[config.mk]
export PLATFORM = sky130hd
export DESIGN_NAME = uart_rx_fsm
export DESIGN_NICKNAME = d
export VERILOG_FILES = /design/src/rtl/uart_rx_fsm.sv
export SDC_FILE = /design/constraint.sdc
export NUM_CORES = 1
export LEC_CHECK = 0
export ABC_AREA = 0
export BUFFER_PORTS_ARGS = -buffer_cell sky130_fd_sc_hd__buf_2
export CORE_MARGIN = 3
export CORE_UTILIZATION = 40
export DETAILED_ROUTE_END_ITERATION = 8
export PLACE_DENSITY = 0.58
export SYNTH_ARGS = -nofsm -noshare
export SYNTH_HDL_FRONTEND = slang
export SYNTH_SLANG_ARGS = --single-unit
[constraint.sdc]
create_clock -name Clk -period 3.5 [get_ports Clk]
set_input_delay 0.175 -clock Clk [delete_from_list [all_inputs] [get_ports Clk]]
set_output_delay 0.175 -clock Clk [all_outputs]
set_load 0.02 [all_outputs]
[src/rtl/uart_rx_fsm.sv]
// UART receive controller: sequences start/data/parity/stop bits, drives
// the oversampling edge and bit counters, and strobes the sampler,
// deserializer and parity checker. Error flags persist until the next frame.
module uart_rx_fsm #(
  parameter int Width = 8,
  parameter int PW    = 6
) (
  input  logic          Clk,
  input  logic          Rst,
  input  logic          RX_IN,
  input  logic [PW-1:0] Prescale,
  input  logic          Parity_en,
  input  logic          Sampled_bit,
  input  logic          Parity_err,
  output logic          Dat_samp_en,
  output logic [PW-1:0] Edge_cnt,
  output logic [3:0]    Bit_cnt,
  output logic          Deser_en,
  output logic          Par_chk_en,
  output logic          Data_valid,
  output logic          Par_err_o,
  output logic          Stop_err,
  output logic          Strt_glitch
);

  typedef enum logic [2:0] {
    IDLE   = 3'd0,
    START  = 3'd1,
    DATA   = 3'd2,
    PARITY = 3'd3,
    STOP   = 3'd4
  } state_t;

  state_t        state;
  logic [PW-1:0] pre_last;    // latched Prescale-1 for the running frame
  logic          par_en_lat;  // latched Parity_en for the running frame
  logic          par_cap;     // parity checker result is valid this cycle
  logic          last_edge;

  // Map the requested oversampling rate to the final edge index; unsupported
  // rates fall back to 8x so a bad setting can never stall the counter.
  function automatic logic [PW-1:0] last_edge_of(input logic [PW-1:0] p);
    logic [PW-1:0] r;
    case (int'(p))
      8, 16, 32: r = PW'(int'(p) - 1);
      default:   r = PW'(7);
    endcase
    return r;
  endfunction

  // Final oversample edge of the current bit.
  assign last_edge = (Edge_cnt == pre_last);

  // Frame sequencer with all outputs registered.
  always_ff @(posedge Clk or posedge Rst) begin
    if (Rst) begin
      state       <= IDLE;
      pre_last    <= PW'(7);
      par_en_lat  <= 1'b0;
      par_cap     <= 1'b0;
      Dat_samp_en <= 1'b0;
      Edge_cnt    <= '0;
      Bit_cnt     <= 4'd0;
      Deser_en    <= 1'b0;
      Par_chk_en  <= 1'b0;
      Data_valid  <= 1'b0;
      Par_err_o   <= 1'b0;
      Stop_err    <= 1'b0;
      Strt_glitch <= 1'b0;
    end else begin
      // Strobes are single-cycle unless re-asserted below.
      Deser_en    <= 1'b0;
      Par_chk_en  <= 1'b0;
      Data_valid  <= 1'b0;
      Strt_glitch <= 1'b0;
      // The checker registers its result in the Par_chk_en cycle, so the
      // flag is taken one cycle after the enable pulse.
      par_cap     <= Par_chk_en;
      if (par_cap) begin
        Par_err_o <= Parity_err;
      end

      if (state != IDLE) begin
        if (last_edge) begin
          Edge_cnt <= '0;
          Bit_cnt  <= Bit_cnt + 4'd1;
        end else begin
          Edge_cnt <= Edge_cnt + PW'(1);
        end
      end

      case (state)
        IDLE: begin
          if (!RX_IN) begin
            state       <= START;
            Edge_cnt    <= '0;
            Bit_cnt     <= 4'd0;
            Dat_samp_en <= 1'b1;
            pre_last    <= last_edge_of(Prescale);
            par_en_lat  <= Parity_en;
            Par_err_o   <= 1'b0;
            Stop_err    <= 1'b0;
          end
        end
        START: begin
          if (last_edge) begin
            if (Sampled_bit) begin
              state       <= IDLE;
              Strt_glitch <= 1'b1;
              Dat_samp_en <= 1'b0;
              Bit_cnt     <= 4'd0;
            end else begin
              state <= DATA;
            end
          end
        end
        DATA: begin
          if (last_edge) begin
            Deser_en <= 1'b1;
            if (Bit_cnt == 4'(Width)) begin
              state <= par_en_lat ? PARITY : STOP;
            end
          end
        end
        PARITY: begin
          if (last_edge) begin
            Par_chk_en <= 1'b1;
            state      <= STOP;
          end
        end
        STOP: begin
          if (last_edge) begin
            Stop_err   <= ~Sampled_bit;
            Data_valid <= Sampled_bit & ~Par_err_o;
            if (!RX_IN) begin
              // Next start bit already on the line: chain straight into it.
              // The stop flag of the finished frame stays visible.
              state       <= START;
              Edge_cnt    <= '0;
              Bit_cnt     <= 4'd0;
              Dat_samp_en <= 1'b1;
              pre_last    <= last_edge_of(Prescale);
              par_en_lat  <= Parity_en;
              Par_err_o   <= 1'b0;
            end else begin
              state       <= IDLE;
              Edge_cnt    <= '0;
              Bit_cnt     <= 4'd0;
              Dat_samp_en <= 1'b0;
            end
          end
        end
        default: begin
          state       <= IDLE;
          Edge_cnt    <= '0;
          Bit_cnt     <= 4'd0;
          Dat_samp_en <= 1'b0;
        end
      endcase
    end
  end

endmodule

## Word-level counts from Yosys, hierarchy flattened

Index checks and enable logic that the tools add are counted.
Widths: inputs -> output; s select.

- Bits in registers: 28
- Bits in latches: 0
- Bits in writable memories: 0
- ROM bits: 0
- Input bits: 12
- Output and inout bits: 17
- Word-level logic and storage cells: 96
- Memories kept: 0

- Add/sub/neg operators: 3
- Multipliers: 0
- Div/mod/pow operators: 0
- $lt $le $gt $ge: 0
- Equality and inequality tests: 16
- Shifts and indexed selects: 0
- Mux-type cells: 50
- Bitwise logic cells: 4
- Reduce and logical (&&, ||, !) cells: 10

Operator list:

| cell | count |
|---|---|
| $mux 6 | 7 |
| $mux 4 | 6 |
| $mux 1 | 21 |
| $mux 3 | 7 |
| $pmux 6 s3 | 1 |
| $pmux 4 s4 | 1 |
| $pmux 3 s5 | 1 |
| $ne 2x2->1 const B | 7 |
| $pmux 6 s2 | 1 |
| $add 6x1->6 const B | 1 |
| $eq 3x2->1 const B | 2 |
| $eq 6x4->1 const B | 1 |
| $eq 6x5->1 const B | 1 |
| $eq 6x6->1 | 1 |
| $eq 6x6->1 const B | 1 |
| $pmux 1 s2 | 3 |
| $reduce_and 6->1 | 1 |
| $reduce_or 3->1 | 2 |
| $sub 6x1->6 const B | 1 |
| $reduce_and 5->1 | 1 |
| $add 4x1->4 const B | 1 |
| $eq 4x4->1 const B | 1 |
| $pmux 1 s4 | 1 |
| $eq 3x1->1 const B | 1 |
| 10 further kinds | 12 |

## Depth between registers and ports, before layout

Gate-level depths: netlist of run 1.

- Word-level depth: 6
- Depth in mapped cells: 6

## Least setup slack after synthesis of run 1

No wires, ideal clock.

- Path type: reg2reg
- From: register Edge_cnt[3]
- To: register par_en_lat
- Arrival: 1852 ps
- Data required time: 3375 ps
- Setup slack: 1523 ps
- Stages on the path, launching flop included: 7
- Clock period less this slack: 1977 ps
- Cells stage by stage: dfrtp_1 xnor2_1 nand4_2 or2_1 buf_6 a21oi_4 mux2_2

- Longest elaborated chain between the ends: 3

RTL lines:

| what | RTL line | text |
|---|---|---|
| start, declared | 16 | `output logic [PW-1:0] Edge_cnt,` |
| start signal, assigned | 88 | `Edge_cnt <= Edge_cnt + PW'(1);` |
| $eq 6x6->1 | 52 | `assign last_edge = (Edge_cnt == pre_last);` |
| $ne 2x2->1 (no line) | - |  |
| $reduce_and 2->1 (no line) | - |  |
| end signal, assigned | 100 | `par_en_lat <= Parity_en;` |
| end signal, assigned | 143 | `par_en_lat <= Parity_en;` |
| end, declared | 36 | `logic par_en_lat;` |

No other way between the ends.
A chain may end at the register's enable or synchronous reset.

## Worst setup path after layout of run 1

- From: register pre_last[1]
- To: register pre_last[3]

- Longest elaborated chain between the ends: 3

RTL lines:

| what | RTL line | text |
|---|---|---|
| start, declared | 35 | `logic [PW-1:0] pre_last;` |
| start signal, assigned | 99 | `pre_last <= last_edge_of(Prescale);` |
| start signal, assigned | 142 | `pre_last <= last_edge_of(Prescale);` |
| $eq 6x6->1 | 52 |  |
| $ne 2x2->1 (no line) | - |  |
| $reduce_and 2->1 (no line) | - |  |

No other way between the ends.

==> summary.txt, run 1 <==
Logic synthesis
  – Top cell type's share of synthesized area: 40.3%
  – Syn avg cell area: approximately 10 um^2
  – Number of enable-type register cells in the synthesized netlist: 0
  – Synth area leader: sky130_fd_sc_hd__dfrtp_1
  – Most used standard cells in the synthesized netlist: sky130_fd_sc_hd__dfrtp_1 (25), sky130_fd_sc_hd__nor2_1 (16), sky130_fd_sc_hd__inv_1 (11), sky130_fd_sc_hd__nand2_1 (11), sky130_fd_sc_hd__xnor2_1 (8)
  – Cell area after synthesis: around 1600 um^2
  – Flop and latch count out of synthesis: 28
  – Ranking of synthesized cells by area: sky130_fd_sc_hd__dfrtp_1 (40%), sky130_fd_sc_hd__dfstp_2 (5.1%), sky130_fd_sc_hd__xnor2_1 (4.5%)
  – Cell count after synthesis: 155
  – Part of the Yosys area used for sequential elements: 45.4%
  – Async set-or-reset flop fraction in the synthesized netlist: 100%
  – Yosys cell types: 48
  – Flip-flop cell with the highest count after synthesis: sky130_fd_sc_hd__dfrtp_1
  – Synth Warn #: 0
  – Most common cell in the netlist: sky130_fd_sc_hd__dfrtp_1
  – Post-synthesis net count: 172

STA
  – Rel. slew slack: between 30% and 40%
  – Final worst path period share: roughly 62%
  – Maximum clock frequency: 0.460 GHz
  – Final setup skew: 0.00252 ns
  – Crit path setup slack, layout: 1.33 ns
  – Worst-Margin Slew: 1.02 ns
  – RSZ-0062 raised after global routing: false
  – Setup TNS: 0 ns
  – Final max-slew violation count: 0
  – Final setup violation count: 0
  – Count of final hold-check violations: 0
  – Period minus WS final: between 2 and 2.5 ns

Placement
  – Number of cells after detailed placement: 226
  – Placer Congestion: 0.968
  – Pre-CTS setup slack: 1.33 ns
  – Buffers added on ports: 28
  – Post-DP HPWL: 2570 um

Floorplanning
  – Core area: 3690 um^2
  – Count of pins on the block boundary: 29
  – Initial core utilization: 42.1%
  – Total die area: 4670 um^2
  – Vertical extent of the die: 68.3 um
  – Horizontal die dimension: 68.3 um
  – Number of standard-cell rows in the floorplan: 22

Clock tree
  – Insertion delay of the later-clocked pin in the worst-skew pair: roughly 0.27 ns
  – Setup Fix Bufs, Post-CTS: 0
  – CTS tree: yes
  – Clock tree sinks: 28
  – Post-CTS Resized: 0
  – CTS clock-pin slew for the worst setup and hold paths: around 0.090 ns
  – Clock H-tree levels: 1
  – Hold Buf Count CTS: 0
  – CTS Root Cell: sky130_fd_sc_hd__clkbuf_8
  – Clock buffer count from CTS: 3
  – Max clock buf depth: 2

Setup path
  – Arrival time of data at the critical path endpoint: 2.34 ns
  – Path depth of the worst reg2reg path: 5
  – Category of the worst setup path launch point: flip-flop
  – Peak fanout along the critical path: 10
  – Kind of critical path: reg -> reg
  – R2R Setup Slk: 1.33 ns
  – Data required time of the worst path: about 3.7 ns
  – Endpoint kind of the worst setup timing path: flip-flop
  – Reg-to-Reg Start: pre_last[1]$_DFFE_PP1P_
  – Reg-to-reg endpoint: pre_last[3]$_DFFE_PP0P_

Worst hold path
  – Hold Path Stages: 2
  – Capture endpoint of the worst hold path: par_en_lat$_DFFE_PP0P_
  – Worst hold path class: in -> reg
  – Startpoint of the most critical hold path: Parity_en

Routing
  – Total length of routed wires: 3320 um
  – Starting DRC count in detailed routing: 33
  – Antenna-violating nets left: 0
  – Drt first pass iters: 4
  – Via-per-instance ratio: 5.23
  – Post-route DRC: 0
  – Mean routed wirelength per cell: 14.5 um
  – Via count of the routed design: approximately 1200

Power and ir drop
  – Maximum vdd ir drop: 0.000417 V
  – Pwr Density: 663 nW/um^2
  – Leakage power of the design: 0.818 nW

Layout
  – Layout cells sized above 1: 27.5%
  – Fill count: 364
  – Final Instance Count excl. Fillers: 230
  – Net count of the finished layout: 200
  – Area grow syn2layout: 14.1%
  – Number of antenna diodes: 0

Flow run
  – Max Cap Violations: 0

Global routing
  – Antenna violations before repair: 0
  – Final global-route overflow total: 0
  – All-Layer GR Usage: 16.4%
  – Pin count of the biggest net entering global routing: 29
  – Number of global-route vias before repair: roughly 1200
  – First-pass GRT wire length: 5730 um

Outcome
  – Result of the run: finished, final reports clean
==> kinds of logic after synthesis <==
kind of cell               count (synthesis)  share of synthesized area (%)
and+or+nand+nor                           53                           17.6
AOI/OAI and AO/OA                         32                           15.6
DFF                                       28                           45.4
buffers and inverters                     16                           4.35
xor gates and xnor gates                  13                           7.33
muxes                                      8                           5.64
adders and majority gates                  5                           4.03
==> cells in the final DEF (no fill, tap or decap), types with 3 or more instances in the layout <==
| master | count |
|---|---|
| sky130_fd_sc_hd__buf_2 | 28 |
| sky130_fd_sc_hd__dfrtp_1 | 25 |
| sky130_fd_sc_hd__nor2_1 | 16 |
| sky130_fd_sc_hd__nand2_1 | 11 |
| sky130_fd_sc_hd__inv_1 | 11 |
| sky130_fd_sc_hd__xnor2_1 | 8 |
| sky130_fd_sc_hd__mux2_2 | 6 |
| sky130_fd_sc_hd__xor2_1 | 5 |
| sky130_fd_sc_hd__o21ai_0 | 5 |
| sky130_fd_sc_hd__ha_1 | 5 |
| sky130_fd_sc_hd__nand3_1 | 4 |
| sky130_fd_sc_hd__a21oi_1 | 4 |
| sky130_fd_sc_hd__nand2b_1 | 3 |
| sky130_fd_sc_hd__o22ai_1 | 3 |
| sky130_fd_sc_hd__clkbuf_8 | 3 |
| sky130_fd_sc_hd__dfstp_2 | 3 |
==> flip-flops by register name, indices dropped and copies added (netlist names) <==
register / flops
Par_chk_en: 1
par_en_lat: 1
pre_last: 6
Par_err_o: 1
Edge_cnt: 6
Deser_en: 1
state: 3
Bit_cnt: 4
par_cap: 1
Data_valid: 1
Dat_samp_en: 1
Stop_err: 1
Strt_glitch: 1
==> per-layer routing <==
layer / wire length (um) / GRT usage [%] / vias up
li1: - / - / 600
met1: 1590 / 22.5 / 572
met2: 1550 / 26.2 / 26
met3: 137 / 2.13 / 4
met4: 43 / 5.96 / 0
met5: 0 / 0 / -
==> worst max-delay path by stage <==
stage / from / slack (ns) / to
global route: Edge_cnt[1]$_DFF_PP0_ / 1.18 / pre_last[4]$_DFFE_PP0P_
detailed placement: pre_last[1]$_DFFE_PP1P_ / 1.33 / pre_last[3]$_DFFE_PP0P_
finish: pre_last[1]$_DFFE_PP1P_ / 1.33 / pre_last[3]$_DFFE_PP0P_
global placement: pre_last[1]$_DFFE_PP1P_ / 1.40 / pre_last[5]$_DFFE_PP0P_
CTS: pre_last[1]$_DFFE_PP1P_ / 1.32 / pre_last[3]$_DFFE_PP0P_
floorplan: Edge_cnt[3]$_DFF_PP0_ / 1.52 / par_en_lat$_DFFE_PP0P_
==> metrics by stage <==
stage | utilization, % | total power, mW | instance area (um^2) | hold slack (ns)
CTS | 48.0 | 1.19 | 1770 | 0.133
global placement | 46.8 | 0.999 | 1730 | 0.361
detailed placement | 46.8 | 1.01 | 1730 | 0.362
floorplan | - | 0.868 | 1550 | 0.238
finish | 48.0 | 1.17 | 1770 | 0.132
global route | 48.0 | 1.27 | 1770 | 0.140
==> where the power goes <==
| part | internal, mW | switching (mW) | leakage (nW) | total [mW] |
|---|---|---|---|---|
| combinational | 0.207 | 0.291 | 0.431 | 0.498 |
| sequential | 0.397 | 0.104 | 0.365 | 0.500 |
| clock | 0.0816 | 0.0946 | 0.0228 | 0.176 |
| total | 0.685 | 0.489 | 0.818 | 1.17 |
==> worst max-delay path, stage by stage, from the launching register on <==
cell                      delay, ns
sky130_fd_sc_hd__dfstp_2       0.54
sky130_fd_sc_hd__xnor2_1       0.13
sky130_fd_sc_hd__nand4_2       0.18
sky130_fd_sc_hd__or2_1         0.42
sky130_fd_sc_hd__a21oi_4       0.42
sky130_fd_sc_hd__mux2_2        0.38
==> area by class of cell <==
cell class	instances	area (um^2)	area share (%)
Tap cell	48	60.1	3.39
Multi-Input combinational cell	111	781	44.1
Clock buffer	4	45.0	2.54
Sequential cell	28	704	39.8
Inverter	11	41.3	2.33
Timing Repair Buffer	28	140	7.91
Note: power is estimated with default switching activity, not from simulation.
==> run 2, diff against run 1 <==
PLACE_DENSITY = 0.6   (was 0.58)
clock period = 1.9 ns   (was 3.5 ns; I/O delays follow)
==> run 2 against run 1 <==
Sequential share of layout area decreased by 2.5 points. Highest routed layer unchanged. Sequential cell count unchanged. Sequential power increased by 84%. Die area is the same. Critical path depth increased by 1. Utilization rose by 3.6 points. Clock skew barely moved. Count of clock-buffer cells in the layout did not move.
==> summary.txt, run 2 (synthesis gave the netlist of run 1 again) <==
Routing
  – Antenna-violating nets left: 0
  – Post-route DRC: 0
  – Mean routed wirelength per cell: 14.3 um
  – Via count of the routed design: approximately 1300
  – Via-per-instance ratio: 5.36
  – Starting DRC count in detailed routing: 50
  – Total length of routed wires: 3510 um
  – Drt first pass iters: 5

Outcome
  – Result of the run: finished, final reports clean

Global routing
  – All-Layer GR Usage: 16.2%
  – Antenna violations before repair: 0
  – Pin count of the biggest net entering global routing: 19
  – First-pass GRT wire length: 5710 um
  – Final global-route overflow total: 0
  – Number of global-route vias before repair: 1250

Floorplanning
  – Core area: 3690 um^2
  – Vertical extent of the die: 68.3 um
  – Number of standard-cell rows in the floorplan: 22
  – Total die area: 4670 um^2
  – Horizontal die dimension: 68.3 um
  – Initial core utilization: roughly 42%
  – Count of pins on the block boundary: 29

Clock tree
  – Insertion delay of the later-clocked pin in the worst-skew pair: approximately 0.27 ns
  – Clock tree sinks: 28
  – Max clock buf depth: 2
  – CTS tree: yes
  – CTS Root Cell: sky130_fd_sc_hd__clkbuf_8
  – CTS clock-pin slew for the worst setup and hold paths: ~0.090 ns
  – Clock H-tree levels: 1
  – Clock buffer count from CTS: 3

Placement
  – Post-DP HPWL: 2680 um
  – Number of cells after detailed placement: 237
  – Placer Congestion: just under 0.9
  – Buffers added on ports: 28
  – Cell area after placement: about 1800 um^2
  – Pre-CTS setup slack: around 0.054 ns

STA
  – Final worst path period share: 96.9%
  – Count of final hold-check violations: 0
  – Final setup violation count: 0
  – Worst-Margin Slew: roughly 0.65 ns
  – Rel. slew slack: 56.8%
  – Final setup skew: ~0.0030 ns
  – Crit path setup slack, layout: 0.0595 ns
  – Final max-slew violation count: 0
  – Maximum clock frequency: 0.543 GHz
  – Period minus WS final: 1.84 ns
  – Setup TNS: 0 ns

Setup path
  – Endpoint kind of the worst setup timing path: flip-flop
  – CP cell instances: xnor2_1 > nand4_2 > or2_4 > a21oi_4 > buf_4 > mux2_2
  – Delay of the slowest critical-path stage: 0.55 ns
  – Kind of critical path: reg -> reg
  – Category of the worst setup path launch point: flip-flop
  – Arrival time of data at the critical path endpoint: 2.00 ns
  – Peak fanout along the critical path: 5
  – Cell family with most CP delay: flip-flops
  – Buffering stage count on the worst path with inverters included: 1
  – Data required time of the worst path: 2.06 ns
  – Master of the slowest instance on the critical path: sky130_fd_sc_hd__dfstp_2

Layout
  – Total non-filler cell area in the finished layout: between 1500 and 2000 um^2
  – Fill count: 342
  – Most common cell after layout, fill and taps aside: sky130_fd_sc_hd__buf_2
  – Final core utilization: 51.7%
  – Layout cells sized above 1: 36.5%
  – Top library cells by usage in the layout, fill and taps aside: sky130_fd_sc_hd__buf_2 (28), sky130_fd_sc_hd__dfrtp_1 (20), sky130_fd_sc_hd__nor2_1 (16)
  – Leading registers by flop count: Edge_cnt x6, pre_last x6, Bit_cnt x4
  – Final Instance Count excl. Fillers: 245
  – Area grow syn2layout: 22.7%
  – Number of antenna diodes: 0
  – Net count of the finished layout: about 220

Power and ir drop
  – Maximum vdd ir drop: 0.000556 V
  – Pwr Density: 1220 nW/um^2
  – Leakage power of the design: between 0.8 and 0.9 nW

Worst hold path
  – Worst hold path class: in -> reg

Flow run
  – Max Cap Violations: 0
## run 2: metrics by stage
| step | total power [mW] | hold slack, ns |
|---|---|---|
| CTS | 2.30 | 0.0700 |
| global placement | 1.95 | 0.219 |
| floorplan | 1.62 | 0.158 |
| global route | 2.50 | 0.0702 |
| finish | 2.33 | 0.0725 |
| detailed placement | 1.96 | 0.217 |
## run 2: area by class of cell
| class | instances | area, um^2 | area share (%) |
|---|---|---|---|
| flip-flops and latches | 28 | 711 | 37.3 |
| multi-input cells | 111 | 796 | 41.8 |
| well taps | 48 | 60.1 | 3.15 |
| clock buffers | 4 | 45.0 | 2.36 |
| inverters | 11 | 41.3 | 2.17 |
| repair buffers | 43 | 253 | 13.3 |
## run 2: final timing paths
| kind | from | to | slack [ns] | depth (start not counted) |
|---|---|---|---|---|
| setup / recovery | pre_last[2]$_DFFE_PP1P_ | pre_last[5]$_DFFE_PP0P_ | 0.06 | 6 |
| hold / removal | Parity_en | par_en_lat$_DFFE_PP0P_ | 0.07 | 2 |
| setup reg to reg | pre_last[2]$_DFFE_PP1P_ | pre_last[5]$_DFFE_PP0P_ | 0.06 | 6 |
| hold reg to reg | Par_chk_en$_DFF_PP0_ | par_cap$_DFF_PP0_ | 0.39 | 0 |
| max in group asynchronous | Rst | Edge_cnt[1]$_DFF_PP0_ | 0.89 | 4 |
| min in group asynchronous | Rst | Stop_err$_DFFE_PP0P_ | 0.45 | 3 |
## run 2: timing repair
action,4_1_cts,5_1_grt
endpoints found under the hold margin,13,0
endpoints found under the setup margin,0,7
hold buffers,1,0
gates resized for setup,0,3
setup buffers,0,3
## run 2: report_power, final
group          switching (mW)  internal, mW
clock                   0.173         0.150
sequential              0.178         0.741
combinational           0.590         0.497
total                   0.941          1.39
## run 2: routing by layer
metal,global-route usage (%),vias up,share of wire [%]
li1,-,635,-
met1,22.1,628,46
met2,26.2,44,47
met3,2.13,6,5.3
met4,5.46,0,0.94
met5,0,-,0
## run 2: worst reg2reg max path: cells and delay by family, from the launching register on
family | cells | cell delay, ns
XOR/XNOR | 1 | 0.13
AO/OA/AOI/OAI | 1 | 0.16
flip-flops | 1 | 0.55
multiplexers | 1 | 0.33
AND/OR/NAND/NOR | 2 | 0.40
buffers and inverters | 1 | 0.16
